==> src/rtl/writeback_queue_if.sv <==
// Bus bundle for writeback_queue: pipeline and mul/div result handshakes,
// the register-file write port, and the two decode-stage forwarding lookups.
interface writeback_queue_if #(
  parameter int XLEN = 32
);
  logic            pipe_valid;
  logic            pipe_ready;
  logic [4:0]      pipe_waddr;
  logic [XLEN-1:0] pipe_wdata;

  logic            mdu_valid;
  logic            mdu_ready;
  logic [4:0]      mdu_waddr;
  logic [XLEN-1:0] mdu_wdata;

  logic            wstall;
  logic            wren;
  logic [4:0]      waddr;
  logic [XLEN-1:0] wdata;

  logic [4:0]      fwd_addr1;
  logic [4:0]      fwd_addr2;
  logic            fwd_hit1;
  logic            fwd_hit2;
  logic [XLEN-1:0] fwd_data1;
  logic [XLEN-1:0] fwd_data2;

  // Queue side.
  modport slave (
    input  pipe_valid, pipe_waddr, pipe_wdata,
    output pipe_ready,
    input  mdu_valid, mdu_waddr, mdu_wdata,
    output mdu_ready,
    input  wstall,
    output wren, waddr, wdata,
    input  fwd_addr1, fwd_addr2,
    output fwd_hit1, fwd_hit2, fwd_data1, fwd_data2
  );

  // Producer / register-file side.
  modport master (
    output pipe_valid, pipe_waddr, pipe_wdata,
    input  pipe_ready,
    output mdu_valid, mdu_waddr, mdu_wdata,
    input  mdu_ready,
    output wstall,
    input  wren, waddr, wdata,
    output fwd_addr1, fwd_addr2,
    input  fwd_hit1, fwd_hit2, fwd_data1, fwd_data2
  );
endinterface

==> src/rtl/writeback_queue.sv <==
// Writeback queue: buffers pipeline / mul-div results and serializes them onto
// the register-file write port, with forwarding of pending values.
// Define WBQ_BYPASS_EN for a zero-latency path when the queue is empty.
module writeback_queue #(
  parameter int DEPTH = 4,
  parameter int XLEN  = 32
) (
  input logic             clk,
  input logic             rst,
  writeback_queue_if.slave bus
);

  localparam int PTR_W = $clog2(DEPTH);
  localparam int CNT_W = $clog2(DEPTH + 1);

  typedef struct packed {
    logic [4:0]      addr;
    logic [XLEN-1:0] data;
  } entry_t;

  entry_t           mem [DEPTH];
  logic [PTR_W-1:0] head;
  logic [PTR_W-1:0] tail;
  logic [CNT_W-1:0] count;

  logic   full;
  logic   empty;
  logic   pipe_fire;
  logic   mdu_fire;
  logic   acc;
  logic   bypass;
  logic   enq;
  logic   deq;
  entry_t acc_ent;

  assign full  = (count == CNT_W'(DEPTH));
  assign empty = (count == '0);

  // Ready ignores a same-cycle drain so it never depends on wstall.
  assign bus.pipe_ready = !rst && !full;
  assign bus.mdu_ready  = !rst && !full && !bus.pipe_valid;

  assign pipe_fire = bus.pipe_valid && bus.pipe_ready;
  assign mdu_fire  = bus.mdu_valid  && bus.mdu_ready;
  assign acc       = pipe_fire || mdu_fire;

  always_comb begin
    // NOTE: every always_comb output gets a default first so no latch is inferred.
    acc_ent.addr = bus.mdu_waddr;
    acc_ent.data = bus.mdu_wdata;
    if (pipe_fire) begin
      acc_ent.addr = bus.pipe_waddr;
      acc_ent.data = bus.pipe_wdata;
    end
  end

`ifdef WBQ_BYPASS_EN
  assign bypass = acc && (acc_ent.addr != 5'd0) && empty && !bus.wstall;
`else
  assign bypass = 1'b0;
`endif

  // Writes to x0 complete the handshake but are never stored.
  assign enq = acc && (acc_ent.addr != 5'd0) && !bypass;
  assign deq = !rst && !empty && !bus.wstall;

  always_comb begin
    bus.wren  = 1'b0;
    bus.waddr = 5'd0;
    bus.wdata = '0;
    if (deq) begin
      bus.wren  = 1'b1;
      bus.waddr = mem[head].addr;
      bus.wdata = mem[head].data;
    end else if (bypass) begin
      bus.wren  = 1'b1;
      bus.waddr = acc_ent.addr;
      bus.wdata = acc_ent.data;
    end
  end

  always_ff @(posedge clk) begin
    // NOTE: sequential state uses non-blocking assignments only.
    if (rst) begin
      head  <= '0;
      tail  <= '0;
      count <= '0;
    end else begin
      if (enq) tail <= tail + PTR_W'(1);
      if (deq) head <= head + PTR_W'(1);
      unique case ({enq, deq})
        2'b10:   count <= count + CNT_W'(1);
        2'b01:   count <= count - CNT_W'(1);
        default: count <= count;
      endcase
    end
  end

  // NOTE: entry storage is not reset; count alone decides which slots are live.
  always_ff @(posedge clk) begin
    if (enq) mem[tail] <= acc_ent;
  end

  // Walk live entries oldest to youngest so the last match (youngest) wins.
  always_comb begin
    logic [PTR_W-1:0] idx;
    idx           = head;
    bus.fwd_hit1  = 1'b0;
    bus.fwd_hit2  = 1'b0;
    bus.fwd_data1 = '0;
    bus.fwd_data2 = '0;
    if (!rst) begin
      for (int i = 0; i < DEPTH; i++) begin
        idx = head + PTR_W'(i);
        if (CNT_W'(i) < count) begin
          if ((bus.fwd_addr1 != 5'd0) && (mem[idx].addr == bus.fwd_addr1)) begin
            bus.fwd_hit1  = 1'b1;
            bus.fwd_data1 = mem[idx].data;
          end
          if ((bus.fwd_addr2 != 5'd0) && (mem[idx].addr == bus.fwd_addr2)) begin
            bus.fwd_hit2  = 1'b1;
            bus.fwd_data2 = mem[idx].data;
          end
        end
      end
    end
  end

endmodule

==> src/flat_wrapper.sv <==
// flat-port wrapper written by rule: the top's interface ports become plain ports
module writeback_queue_flat 
#(
  parameter int DEPTH = 4,
  parameter int XLEN  = 32
)
  (clk, rst, bus_pipe_valid, bus_pipe_waddr, bus_pipe_wdata, bus_pipe_ready, bus_mdu_valid, bus_mdu_waddr, bus_mdu_wdata, bus_mdu_ready, bus_wstall, bus_wren, bus_waddr, bus_wdata, bus_fwd_addr1, bus_fwd_addr2, bus_fwd_hit1, bus_fwd_hit2, bus_fwd_data1, bus_fwd_data2);
  writeback_queue_if #(.XLEN(XLEN)) bus_i ();
  input logic clk;
  input logic rst;
  input wire logic [$bits(bus_i.pipe_valid)-1:0] bus_pipe_valid;
  input wire logic [$bits(bus_i.pipe_waddr)-1:0] bus_pipe_waddr;
  input wire logic [$bits(bus_i.pipe_wdata)-1:0] bus_pipe_wdata;
  output wire logic [$bits(bus_i.pipe_ready)-1:0] bus_pipe_ready;
  input wire logic [$bits(bus_i.mdu_valid)-1:0] bus_mdu_valid;
  input wire logic [$bits(bus_i.mdu_waddr)-1:0] bus_mdu_waddr;
  input wire logic [$bits(bus_i.mdu_wdata)-1:0] bus_mdu_wdata;
  output wire logic [$bits(bus_i.mdu_ready)-1:0] bus_mdu_ready;
  input wire logic [$bits(bus_i.wstall)-1:0] bus_wstall;
  output wire logic [$bits(bus_i.wren)-1:0] bus_wren;
  output wire logic [$bits(bus_i.waddr)-1:0] bus_waddr;
  output wire logic [$bits(bus_i.wdata)-1:0] bus_wdata;
  input wire logic [$bits(bus_i.fwd_addr1)-1:0] bus_fwd_addr1;
  input wire logic [$bits(bus_i.fwd_addr2)-1:0] bus_fwd_addr2;
  output wire logic [$bits(bus_i.fwd_hit1)-1:0] bus_fwd_hit1;
  output wire logic [$bits(bus_i.fwd_hit2)-1:0] bus_fwd_hit2;
  output wire logic [$bits(bus_i.fwd_data1)-1:0] bus_fwd_data1;
  output wire logic [$bits(bus_i.fwd_data2)-1:0] bus_fwd_data2;
  assign bus_i.pipe_valid = bus_pipe_valid;
  assign bus_i.pipe_waddr = bus_pipe_waddr;
  assign bus_i.pipe_wdata = bus_pipe_wdata;
  assign bus_pipe_ready = bus_i.pipe_ready;
  assign bus_i.mdu_valid = bus_mdu_valid;
  assign bus_i.mdu_waddr = bus_mdu_waddr;
  assign bus_i.mdu_wdata = bus_mdu_wdata;
  assign bus_mdu_ready = bus_i.mdu_ready;
  assign bus_i.wstall = bus_wstall;
  assign bus_wren = bus_i.wren;
  assign bus_waddr = bus_i.waddr;
  assign bus_wdata = bus_i.wdata;
  assign bus_i.fwd_addr1 = bus_fwd_addr1;
  assign bus_i.fwd_addr2 = bus_fwd_addr2;
  assign bus_fwd_hit1 = bus_i.fwd_hit1;
  assign bus_fwd_hit2 = bus_i.fwd_hit2;
  assign bus_fwd_data1 = bus_i.fwd_data1;
  assign bus_fwd_data2 = bus_i.fwd_data2;
  writeback_queue #(.DEPTH(DEPTH), .XLEN(XLEN)) u_core (.clk(clk), .rst(rst), .bus(bus_i));
endmodule
==> config.mk <==
export PLATFORM = sky130hd
export DESIGN_NAME = writeback_queue_flat
export DESIGN_NICKNAME = d
export VERILOG_FILES = /design/src/rtl/writeback_queue_if.sv /design/src/rtl/writeback_queue.sv /design/src/flat_wrapper.sv
export SDC_FILE = /design/constraint.sdc
export NUM_CORES = 1
export LEC_CHECK = 0
export CAP_MARGIN = 20
export CELL_PAD_IN_SITES_DETAIL_PLACEMENT = 1
export CELL_PAD_IN_SITES_GLOBAL_PLACEMENT = 1
export CORE_ASPECT_RATIO = 0.75
export CORE_MARGIN = 2
export CORE_UTILIZATION = 48
export DETAILED_ROUTE_END_ITERATION = 10
export PLACE_DENSITY = 0.95
export SYNTH_ARGS = -nofsm -noshare
export SYNTH_HDL_FRONTEND = slang
export SYNTH_SLANG_ARGS = --single-unit
==> constraint.sdc <==
create_clock -name clk -period 6.7 [get_ports clk]
set_input_delay 1.675 -clock clk [delete_from_list [all_inputs] [get_ports clk]]
set_output_delay 1.675 -clock clk [all_outputs]
set_load 0.01 [all_outputs]
==> summary.md, run 1 <==
| Metric | Value |
|---|---|
| First-pass GRT wire length | `approximately 62000 um` |
| Power Total | `3214 uW` |
| Fmax | `0.1541 GHz` |
| Full die area | `approximately 26000 um^2` |
| Post-DP HPWL | `about 27000 um` |
| CTS Sinks | `between 150 and 200` |
| Max_slew headroom | `52.30%` |
| Vias | `10000` |
| Slew @ Worst Pin | `715.5 ps` |
| Post-synthesis instance total | `between 800 and 900` |
| Mean Syn Cell Area | `13.49 um^2` |
| CP arrival | `~4800 ps` |
| Remaining DRCs | `0` |
| Die width | `185.7 um` |
| Core ar. | `about 24000 um^2` |
| Total track usage | `31.76%` |
| Most frequent cells in the layout | `clkdlybuf4s50_1, mux4_2, edfxtp_1` |
| Initial antenna violation count | `1` |
| Fill cells | `2323` |
| CP Data Required Time | `5030 ps` |
| Initial Utilization | `between 40% and 50%` |
| Crit-path max FO | `20` |
| Share of cells above drive strength 1 | `26.55%` |
| Worst-path clk slew | `about 60 ps` |
| Number of synthesized flops with an enable pin | `148` |
| Inserted Clock Buffers | `17` |
| Largest net degree at the start of global routing | `108` |
| Hold buffers post-CTS | `0` |
| VDD IR max | `0.1631 mV` |
| Final Hold Vio Count | `0` |
| Port buffer count | `194` |
| Die height | `140.3 um` |
| RSZ-0062 raised after global routing | `no` |
| Fin crit share | `96.86%` |
| Startpoint Class | `input port` |
| Setup TNS | `0 ps` |
| Pwr Density | `215.1 nW/um^2` |
| Wire length per cell | `29.69 um` |
| Commonest non-fill, non-tap cell in the layout | `clkdlybuf4s50_1` |
| Antenna diodes | `0` |
| Final setup fails | `0` |
| Grt total ovfl | `0` |
| Clk_lat worst skew | `440 ps` |
| Post-route ant nets | `0` |
| LEAKAGE | `0.004439 uW` |
| Resize count post-CTS | `0` |
| Area delta synth->final | `25.72%` |
| Setup Skew | `13.96 ps` |
| Post-synth ARST share | `0%` |
| Fin nets | `between 1000 and 1500` |
| Seq cells post-synth | `roughly 160` |
| Via density | `7.259` |
| DR pass1 iterations | `6` |
| Cell area after synthesis | `roughly 12000 um^2` |
| Gpl congestion | `0.9222` |
| Slew Viols, Final | `0` |
| Post-synthesis sequential area ratio | `38.91%` |
| Final Critical Period | `6489 ps` |
| Crit. End Element | `primary output` |
| H-tree depth | `4` |
| Vias in the first global route | `10560` |
| Std-Cell Rows | `49` |
| Yosys warning count | `0` |
| Synth unique cells | `42` |
| Clk buf depth | `2` |
| Syn_nets | `978` |
| Postcts setup bufs | `0` |
| Ys flop type | `edfxtp_1` |
| Routed WL | `40910 um` |
| Area occupied by multi-input gates | `6813 um^2` |
| Number of max-cap violations | `0` |
| First DRT Iteration DRCs | `1503` |
| CTS tree | `yes` |
| Register area | `4637 um^2` |
| Yosys top cell by area | `edfxtp_1` |
| CP Class | `in -> out` |
| Synth top area share | `a little under two fifths` |
| Worst min-delay path category | `reg -> reg` |
| Ports | `roughly 200` |
| Root Driver | `clkbuf_16` |
| Largest cells by area after synthesis | `edfxtp_1, mux4_2, a221oi_1` |
| Status | `finished, final reports clean` |
## worst max-delay path, cell delays in order
cell and delay [ps]:
clkdlybuf4s50_1 520, clkinv_1 260, xnor2_1 220, nor4_2 410, a21boi_4 300, buf_12 210, a221oi_1 110, o32ai_1 380
buf_4 190, clkdlybuf4s50_1 540
## metal layers
| layer | global-route usage (%) | vias up | routed length [um] |
|---|---|---|---|
| met2 | 53.26 | 726 | 20560 |
| li1 | - | 4024 | - |
| met4 | 12.97 | 2 | 1124 |
| met3 | 6.240 | 117 | 4196 |
| met1 | 40.59 | 5134 | 15010 |
| met5 | 0 | - | 13 |
## Yosys cell counts (17+ instances only)
cell type	number
nor2b_1	32
xnor2_1	22
o21ai_0	59
mux2_2	35
a221oi_1	64
o32ai_1	64
nand2b_1	33
edfxtp_1	148
and2_1	43
xor2_1	17
buf_2	23
buf_1	17
clkbuf_1	57
mux4_2	148
## metrics by stage
stage                     util, %  hold slack [ps]  worst slack (ps)  instance area (um^2)  std cells
after global routing        61.85            548.1             51.97                 14940       1378
after CTS                   61.69            510.5             258.2                 14900       1376
after detailed placement    59.22            500.6             277.4                 14310       1345
final                       61.85            507.1             210.7                 14940       1378
after global placement      59.14            486.4             343.5                 14290       1344
after floorplan                 -            469.2              1324                 11880        881
## cell families after synthesis
kind of cell	Yosys count	synth area share, %
compound gates	219	13.73
buf+inv	114	4.253
flops	157	38.91
xor+xnor	39	2.874
fa+ha+maj	8	0.8423
mux	184	31.45
simple gates	160	7.938
## path summary, 6_finish.rpt
path	start	depth (start not counted)	end	slack, ps
setup reg to reg	u_core.count[1]	9	u_core.mem[3][27]	3090
setup / recovery	bus_fwd_addr2[1]	10	bus_fwd_data2[31]	210
hold reg to reg	u_core.tail[1]	2	u_core.tail[1]	510
hold / removal	u_core.tail[1]	2	u_core.tail[1]	510
## sequential cells by signal, indices dropped and copies added, names as in the netlist, named ones only
register	flops
u_core.head	2
u_core.tail	2
u_core.count	3
u_core.mem	148
## layout make-up
cell class,instances,share of cell area (%)
Multi-Input combinational cell,610,45.60
Sequential cell,157,31.04
Timing Repair Buffer,240,16.38
Clock buffer,18,2.872
Tap cell,331,2.772
Clock inverter,13,1.114
Inverter,9,0.2261
## report_power, final
group	internal (uW)	switching, uW	total [uW]	leakage (uW)
registers	1140	85.7	1230	0.00143
clock network	587	415	1000	0.000285
logic	491	494	985	0.00273
total	2220	994	3210	0.00444
(Power assumes the default switching activity.)
==> inputs of run 2 (changes only) <==
Settings changed: CORE_MARGIN 2 to not set, CORE_UTILIZATION 48 to 25, GPL_TIMING_DRIVEN set to 1, PLACE_DENSITY 0.95 to 0.59.
==> summary.md, run 2 (synthesized netlist as in run 1, its figures left out) <==
| Metric | Value |
|---|---|
| Status | `finished, final reports clean (unchanged)` |
| First-pass GRT wire length | `62380 um (was 62330 um)` |
| Final Hold Vio Count | `0 (unchanged)` |
| Gpl congestion | `0.8340 (was 0.9222)` |
| Setup Skew | `9.751 ps (was 13.96 ps)` |
| Setup TNS | `0 ps (unchanged)` |
| Grt total ovfl | `0 (unchanged)` |
| Slew Viols, Final | `0 (unchanged)` |
| Max_slew headroom | `33.58% (was 52.30%)` |
| CP arrival | `4920 ps (was 4810 ps)` |
| Port buffer count | `194 (unchanged)` |
| Clk_lat worst skew | `440 ps (about the same)` |
| Std-Cell Rows | `68 (was 49)` |
| Share of cells above drive strength 1 | `27.49% (was 26.55%)` |
| Crit-path max FO | `19 (was 20)` |
| CTS tree | `yes (unchanged)` |
| Largest register by flop count | `u_core.mem (unchanged)` |
| Vias in the first global route | `9527 (was 10560)` |
| VDD IR max | `0.1571 mV (was 0.1631 mV)` |
| Fin nets | `1139 (was 1132)` |
| Post-DP HPWL | `28780 um (was 26870 um)` |
| Wire length per cell | `25.08 um (was 29.69 um)` |
| Routed WL | `42290 um (was 40910 um)` |
| Worst min-delay path category | `reg -> reg (unchanged)` |
| Inserted Clock Buffers | `17 (unchanged)` |
| First DRT Iteration DRCs | `946 (was 1503)` |
| Die height | `190.8 um (was 140.3 um)` |
| CP Data Required Time | `5030 ps (about the same)` |
| Crit. End Element | `primary output (unchanged)` |
| CTS Sinks | `157 (unchanged)` |
| Total track usage | `17.51% (was 31.76%)` |
| Crit path max-delay cell type | `clkdlybuf4s50_1 (unchanged)` |
| DR pass1 iterations | `8 (was 6)` |
| Met3 Usage GRT | `3.645% (was 6.240%)` |
| Final Critical Period | `6596 ps (was 6489 ps)` |
| R2R Path Start | `u_core.count[1] (unchanged)` |
| Worst Setup EP | `bus_fwd_data2[5] (was bus_fwd_data2[31])` |
| CP cell instances | `clkdlybuf4s50_1 > clkinv_1 > a211o_1 > a211oi_1 > and3_2 > buf_12 > a221oi_1 > o32ai_1 > clkdlybuf4s50_1 (was clkdlybuf4s50_1 > clkinv_1 > xnor2_1 > nor4_2 > a21boi_4 > buf_12 > a221oi_1 > o32ai_1 > buf_4 > clkdlybuf4s50_1)` |
| Initial Utilization | `25.58% (was 49.20%)` |
| Clk buf depth | `2 (unchanged)` |
| H-tree depth | `4 (unchanged)` |
| Number of max-cap violations | `0 (unchanged)` |
| GR peak layer | `met2 (unchanged)` |
| Met1 GRT Util | `25.64% (was 40.59%)` |
| GRT met2 Usage | `26.46% (was 53.26%)` |
| Ports | `195 (unchanged)` |
| Pwr Density | `210.1 nW/um^2 (was 215.1 nW/um^2)` |
| CP Class | `in -> out (unchanged)` |
| Slew @ Worst Pin | `996.3 ps (was 715.5 ps)` |
| Post-Place Setup Slack | `153.7 ps (was 277.4 ps)` |
| Largest registers | `u_core.mem (148), u_core.count (3) (unchanged)` |
| Area delta synth->final | `29.34% (was 25.72%)` |
| Final setup fails | `0 (unchanged)` |
| Fmax | `0.1516 GHz (was 0.1541 GHz)` |
| WP depth | `9 (was 10)` |
| Final setup margin | `104.3 ps (was 210.7 ps)` |
| Remaining DRCs | `0 (unchanged)` |
| Via density | `5.578 (was 7.259)` |
| Fin crit share | `98.44% (was 96.86%)` |
| Post-route ant nets | `0 (unchanged)` |
| Core ar. | `46450 um^2 (was 24160 um^2)` |
| Startpoint Class | `input port (unchanged)` |
| WP buf/inv | `4 (was 5)` |
| Max reg flops | `148 (unchanged)` |
| Root Driver | `clkbuf_16 (unchanged)` |
| LEAKAGE | `0.004478 uW (was 0.004439 uW)` |
| Largest delay contributor family on the critical path | `buffers and inverters (unchanged)` |
| Reg2reg setup slack | `3220 ps (was 3090 ps)` |
| Die width | `253.8 um (was 185.7 um)` |
| Vias | `9405 (was 10000)` |
| Reg2reg path depth | `9 (unchanged)` |
| CP startpoint | `bus_fwd_addr2[1] (unchanged)` |
| R2r endpoint | `u_core.mem[0][10] (was u_core.mem[3][27])` |
| Most frequent cells in the layout | `clkdlybuf4s50_1, mux4_2, edfxtp_1 (unchanged)` |
| Postcts setup bufs | `0 (unchanged)` |
| Full die area | `48420 um^2 (was 26050 um^2)` |
| Commonest non-fill, non-tap cell in the layout | `clkdlybuf4s50_1 (unchanged)` |
| Worst-path clk slew | `60 ps (about the same)` |
| Most used cell, CP | `clkdlybuf4s50_1 (unchanged)` |
| Largest net degree at the start of global routing | `98 (was 108)` |
| Initial antenna violation count | `0 (was 1)` |
| RSZ-0062 raised after global routing | `no (unchanged)` |
| Worst stage delay on the critical path | `640 ps (was 540 ps)` |
## run 2: changes by cell type in the layout (fill, tap and decap cells not counted), moves of 2 or more
cell	before	now
buf_4	34	45
buf_12	13	9
clkbuf_8	0	3
inv_6	3	0
o32ai_1	64	62
o32ai_2	0	2
## run 2: metal layers
layer	up-vias	wire length (um)	share of wire, %
li1	4029	-	-
met5	-	0	0
met3	28	3263	7.7
met4	0	451	1.1
met1	4917	19640	46
met2	431	18930	45
## run 2: area by class of cell
type / instances / area, um^2
fill: 4927 / 31080
multi-input combinational: 610 / 6848
sequential: 157 / 4637
timing repair buffer: 247 / 2450
tap: 630 / 788.3
clock buffer: 22 / 474.2
clock inverter: 10 / 137.6
inverter: 9 / 33.78
antenna: 1 / 2.502
## run 2: how the worst min path moves through the flow
stage / start / end / slack, ps / cells after the start
after floorplan: u_core.tail[1] / u_core.tail[1] / 470 / 2
after CTS: u_core.tail[1] / u_core.tail[1] / 520 / 2
after detailed placement: u_core.tail[1] / u_core.tail[1] / 520 / 2
final: u_core.tail[1] / u_core.tail[1] / 540 / 2
after global placement: u_core.tail[1] / u_core.tail[1] / 510 / 2
after global routing: u_core.tail[1] / u_core.tail[1] / 570 / 2
## run 2: metrics by stage
stage	std cells	total power [uW]	utilization, %	hold slack (ps)	area [um^2]
6_report	1686	3229	33.09	535.4	15370
5_1_grt	1685	3373	33.08	572.5	15370
4_1_cts	1685	3259	33.04	524.1	15350
3_5_place_dp	1653	2236	31.72	515.1	14740
3_3_place_gp	1653	2220	31.72	508.7	14740
2_1_floorplan	881	1876	-	469.2	11880
## run 2: where the power goes
| part | total (uW) | leakage, uW | switching (uW) | internal, uW |
|---|---|---|---|---|
| Combinational | 1010 | 0.00275 | 514 | 492 |
| Clock | 1020 | 0.000298 | 402 | 615 |
| Sequential | 1210 | 0.00143 | 63.5 | 1140 |
## run 2: worst min-delay path, cell delays in order (launching register included)
cell     delay [ps]
dfxtp_1         350
nand2_1          70
a21oi_1          70
## run 2: timing repair
item	CTS	global route
setup endpoints to repair	0	3
hold buffers	0	0
endpoints found under the hold margin	0	0
resized for setup	0	3
==> inputs of run 3 (changes only) <==
Settings changed: CORE_UTILIZATION 25 to 48, PLACE_DENSITY 0.59 to 0.95, TNS_END_PERCENT set to 5.
==> summary.md, run 3 (synthesized netlist as in run 1, its figures left out) <==
| Metric | Value |
|---|---|
| Status | `finished, final reports clean (unchanged)` |
| Slew Viols, Final | `0 (unchanged)` |
| Gpl congestion | `0.9207 (was 0.8340)` |
| Area delta synth->final | `25.08% (was 29.34%)` |
| Power Total | `3149 uW (was 3229 uW)` |
| Root Driver | `clkbuf_16 (unchanged)` |
| Fin nets | `1137 (was 1139)` |
| Post-route cell area | `14860 um^2 (was 15370 um^2)` |
| VDD IR max | `0.1370 mV (was 0.1571 mV)` |
| Final setup fails | `0 (unchanged)` |
| Inserted Clock Buffers | `17 (unchanged)` |
| CP Class | `in -> out (unchanged)` |
| Clk buf depth | `2 (unchanged)` |
| First DRT Iteration DRCs | `1430 (was 946)` |
| Most frequent cells in the layout | `clkdlybuf4s50_1, mux4_2, edfxtp_1 (unchanged)` |
| Final hold slack | `522.4 ps (was 535.4 ps)` |
| Total track usage | `32.67% (was 17.51%)` |
| Worst-path clk slew | `70 ps (was 60 ps)` |
| R2R Path Start | `u_core.count[1] (unchanged)` |
| Post-route ant nets | `0 (unchanged)` |
| Reg2reg path depth | `9 (unchanged)` |
| Cell Area, Placed | `14270 um^2 (was 14740 um^2)` |
| Initial antenna violation count | `1 (was 0)` |
| Die width | `183.7 um (was 253.8 um)` |
| RSZ-0062 raised after global routing | `no (unchanged)` |
| Final setup margin | `94.70 ps (was 104.3 ps)` |
| Final Critical Period | `6605 ps (was 6596 ps)` |
| Port buffer count | `194 (unchanged)` |
| Core ar. | `24160 um^2 (was 46450 um^2)` |
| Crit-path max FO | `14 (was 19)` |
| CP arrival | `4930 ps (was 4920 ps)` |
| Via density | `7.251 (was 5.578)` |
| First-pass GRT wire length | `62230 um (was 62380 um)` |
| Remaining DRCs | `0 (unchanged)` |
| DR pass1 iterations | `6 (was 8)` |
| Ports | `195 (unchanged)` |
| Fin crit share | `98.59% (was 98.44%)` |
| Max reg flops | `148 (unchanged)` |
| Wire length per cell | `29.58 um (was 25.08 um)` |
| Antenna diodes | `0 (was 1)` |
| Startpoint Class | `input port (unchanged)` |
| Die height | `138.3 um (was 190.8 um)` |
| Hold_sp | `u_core.tail[1] (unchanged)` |
| Largest register by flop count | `u_core.mem (unchanged)` |
| Grt total ovfl | `0 (unchanged)` |
| Post-DP HPWL | `27650 um (was 28780 um)` |
| H-tree depth | `4 (unchanged)` |
| CTS tree | `yes (unchanged)` |
| CP Data Required Time | `5030 ps (about the same)` |
| Largest registers | `u_core.mem (148), u_core.count (3) (unchanged)` |
| Std-Cell Rows | `49 (was 68)` |
| Full die area | `25400 um^2 (was 48420 um^2)` |
| Final Hold Vio Count | `0 (unchanged)` |
| Share of cells above drive strength 1 | `27.45% (was 27.49%)` |
| Crit. End Element | `primary output (unchanged)` |
| Worst Hold Depth | `2 (unchanged)` |
| Clk_lat worst skew | `450 ps (was 440 ps)` |
| Fin util | `61.54% (was 33.09%)` |
| Hold buffers post-CTS | `0 (unchanged)` |
| Setup Skew | `10.82 ps (was 9.751 ps)` |
| Vias | `10040 (was 9405)` |
| Fmax | `0.1514 GHz (was 0.1516 GHz)` |
| Max_slew headroom | `24.54% (was 33.58%)` |
| LEAKAGE | `0.004402 uW (was 0.004478 uW)` |
| Worst min-delay path category | `reg -> reg (unchanged)` |
| Routed WL | `40940 um (was 42290 um)` |
| Number of max-cap violations | `0 (unchanged)` |
| Vias in the first global route | `10140 (was 9527)` |
| Slew @ Worst Pin | `1132 ps (was 996.3 ps)` |
| Post-Place Setup Slack | `-22.30 ps (was 153.7 ps)` |
| Commonest non-fill, non-tap cell in the layout | `clkdlybuf4s50_1 (unchanged)` |
| Largest net degree at the start of global routing | `62 (was 98)` |
| CTS Sinks | `157 (unchanged)` |
| Initial Utilization | `49.20% (was 25.58%)` |
| Hold endpoint | `u_core.tail[1] (unchanged)` |
| Reg2reg setup slack | `3190 ps (was 3220 ps)` |
| Pwr Density | `211.8 nW/um^2 (was 210.1 nW/um^2)` |
| R2r endpoint | `u_core.mem[1][7] (was u_core.mem[0][10])` |
==> run 3: changes by cell type in the layout (fill, tap and decap cells not counted), sizes merged <==
cell,delta
buf,-2
diode,-1
bufinv,-3
clkinv,-3
clkinvlp,+3
inv,+7
clkbuf,-4
==> run 3: worst max-delay path: stages <==
cell and delay (ps):
clkdlybuf4s50_1 550, nor4_2 100, or3_1 320, a21oi_1 410, and4_2 360, buf_4 250
a221oi_1 130, o32ai_1 470, clkdlybuf4s50_1 650
==> run 3: metal layers <==
metal | wire length [um] | track usage, % | vias up | share of wire [%]
met4 | 1290 | 12.32 | 2 | 3.2
met5 | 13 | 0 | - | 0.032
li1 | - | - | 4030 | -
met2 | 19710 | 52.19 | 770 | 48
met3 | 4400 | 6.902 | 132 | 11
met1 | 15520 | 44.06 | 5102 | 38
==> run 3: through the flow <==
step / TNS (ps) / std cells
final: 0 / 1384
after global routing: 0 / 1384
after CTS: 0 / 1382
after detailed placement: -33.60 / 1350
after global placement: 0 / 1350
after floorplan: 0 / 881
==> run 3: final cells by class <==
type	instances	area (um^2)
Tap cell	331	414.1
Sequential cell	157	4637
Clock buffer	18	429.2
Multi-Input combinational cell	610	6854
Timing Repair Buffer	245	2385
Inverter	9	33.78
Clock inverter	14	111.4
Fill cell	2338	9291
==> run 3: how the worst max path moves through the flow <==
stage,start,endpoint,slack [ps],depth (start not counted)
floorplan,bus_fwd_addr2[0],bus_fwd_data2[0],1320,8
detailed placement,bus_fwd_addr2[1],bus_fwd_data2[14],-20,9
finish,bus_fwd_addr1[1],bus_fwd_data1[8],90,9
global route,bus_fwd_addr2[3],bus_fwd_data2[30],30,9
global placement,bus_fwd_addr2[3],bus_fwd_data2[14],130,9
CTS,bus_fwd_addr1[1],bus_fwd_data1[2],30,9
==> run 3: timing repair <==
action                                  CTS  global route
gates cloned                              0             0
setup buffers                             0             2
endpoints found under the setup margin    2            22
gates resized for setup                   2             4
pin swaps                                 0             1
==> run 3: power breakdown <==
part / switching [uW] / total, uW / leakage [uW] / internal (uW)
clock network: 439 / 920 / 0.000254 / 481
logic: 510 / 1000 / 0.00272 / 492
registers: 84.6 / 1230 / 0.00143 / 1140
total: 1030 / 3150 / 0.00440 / 2110
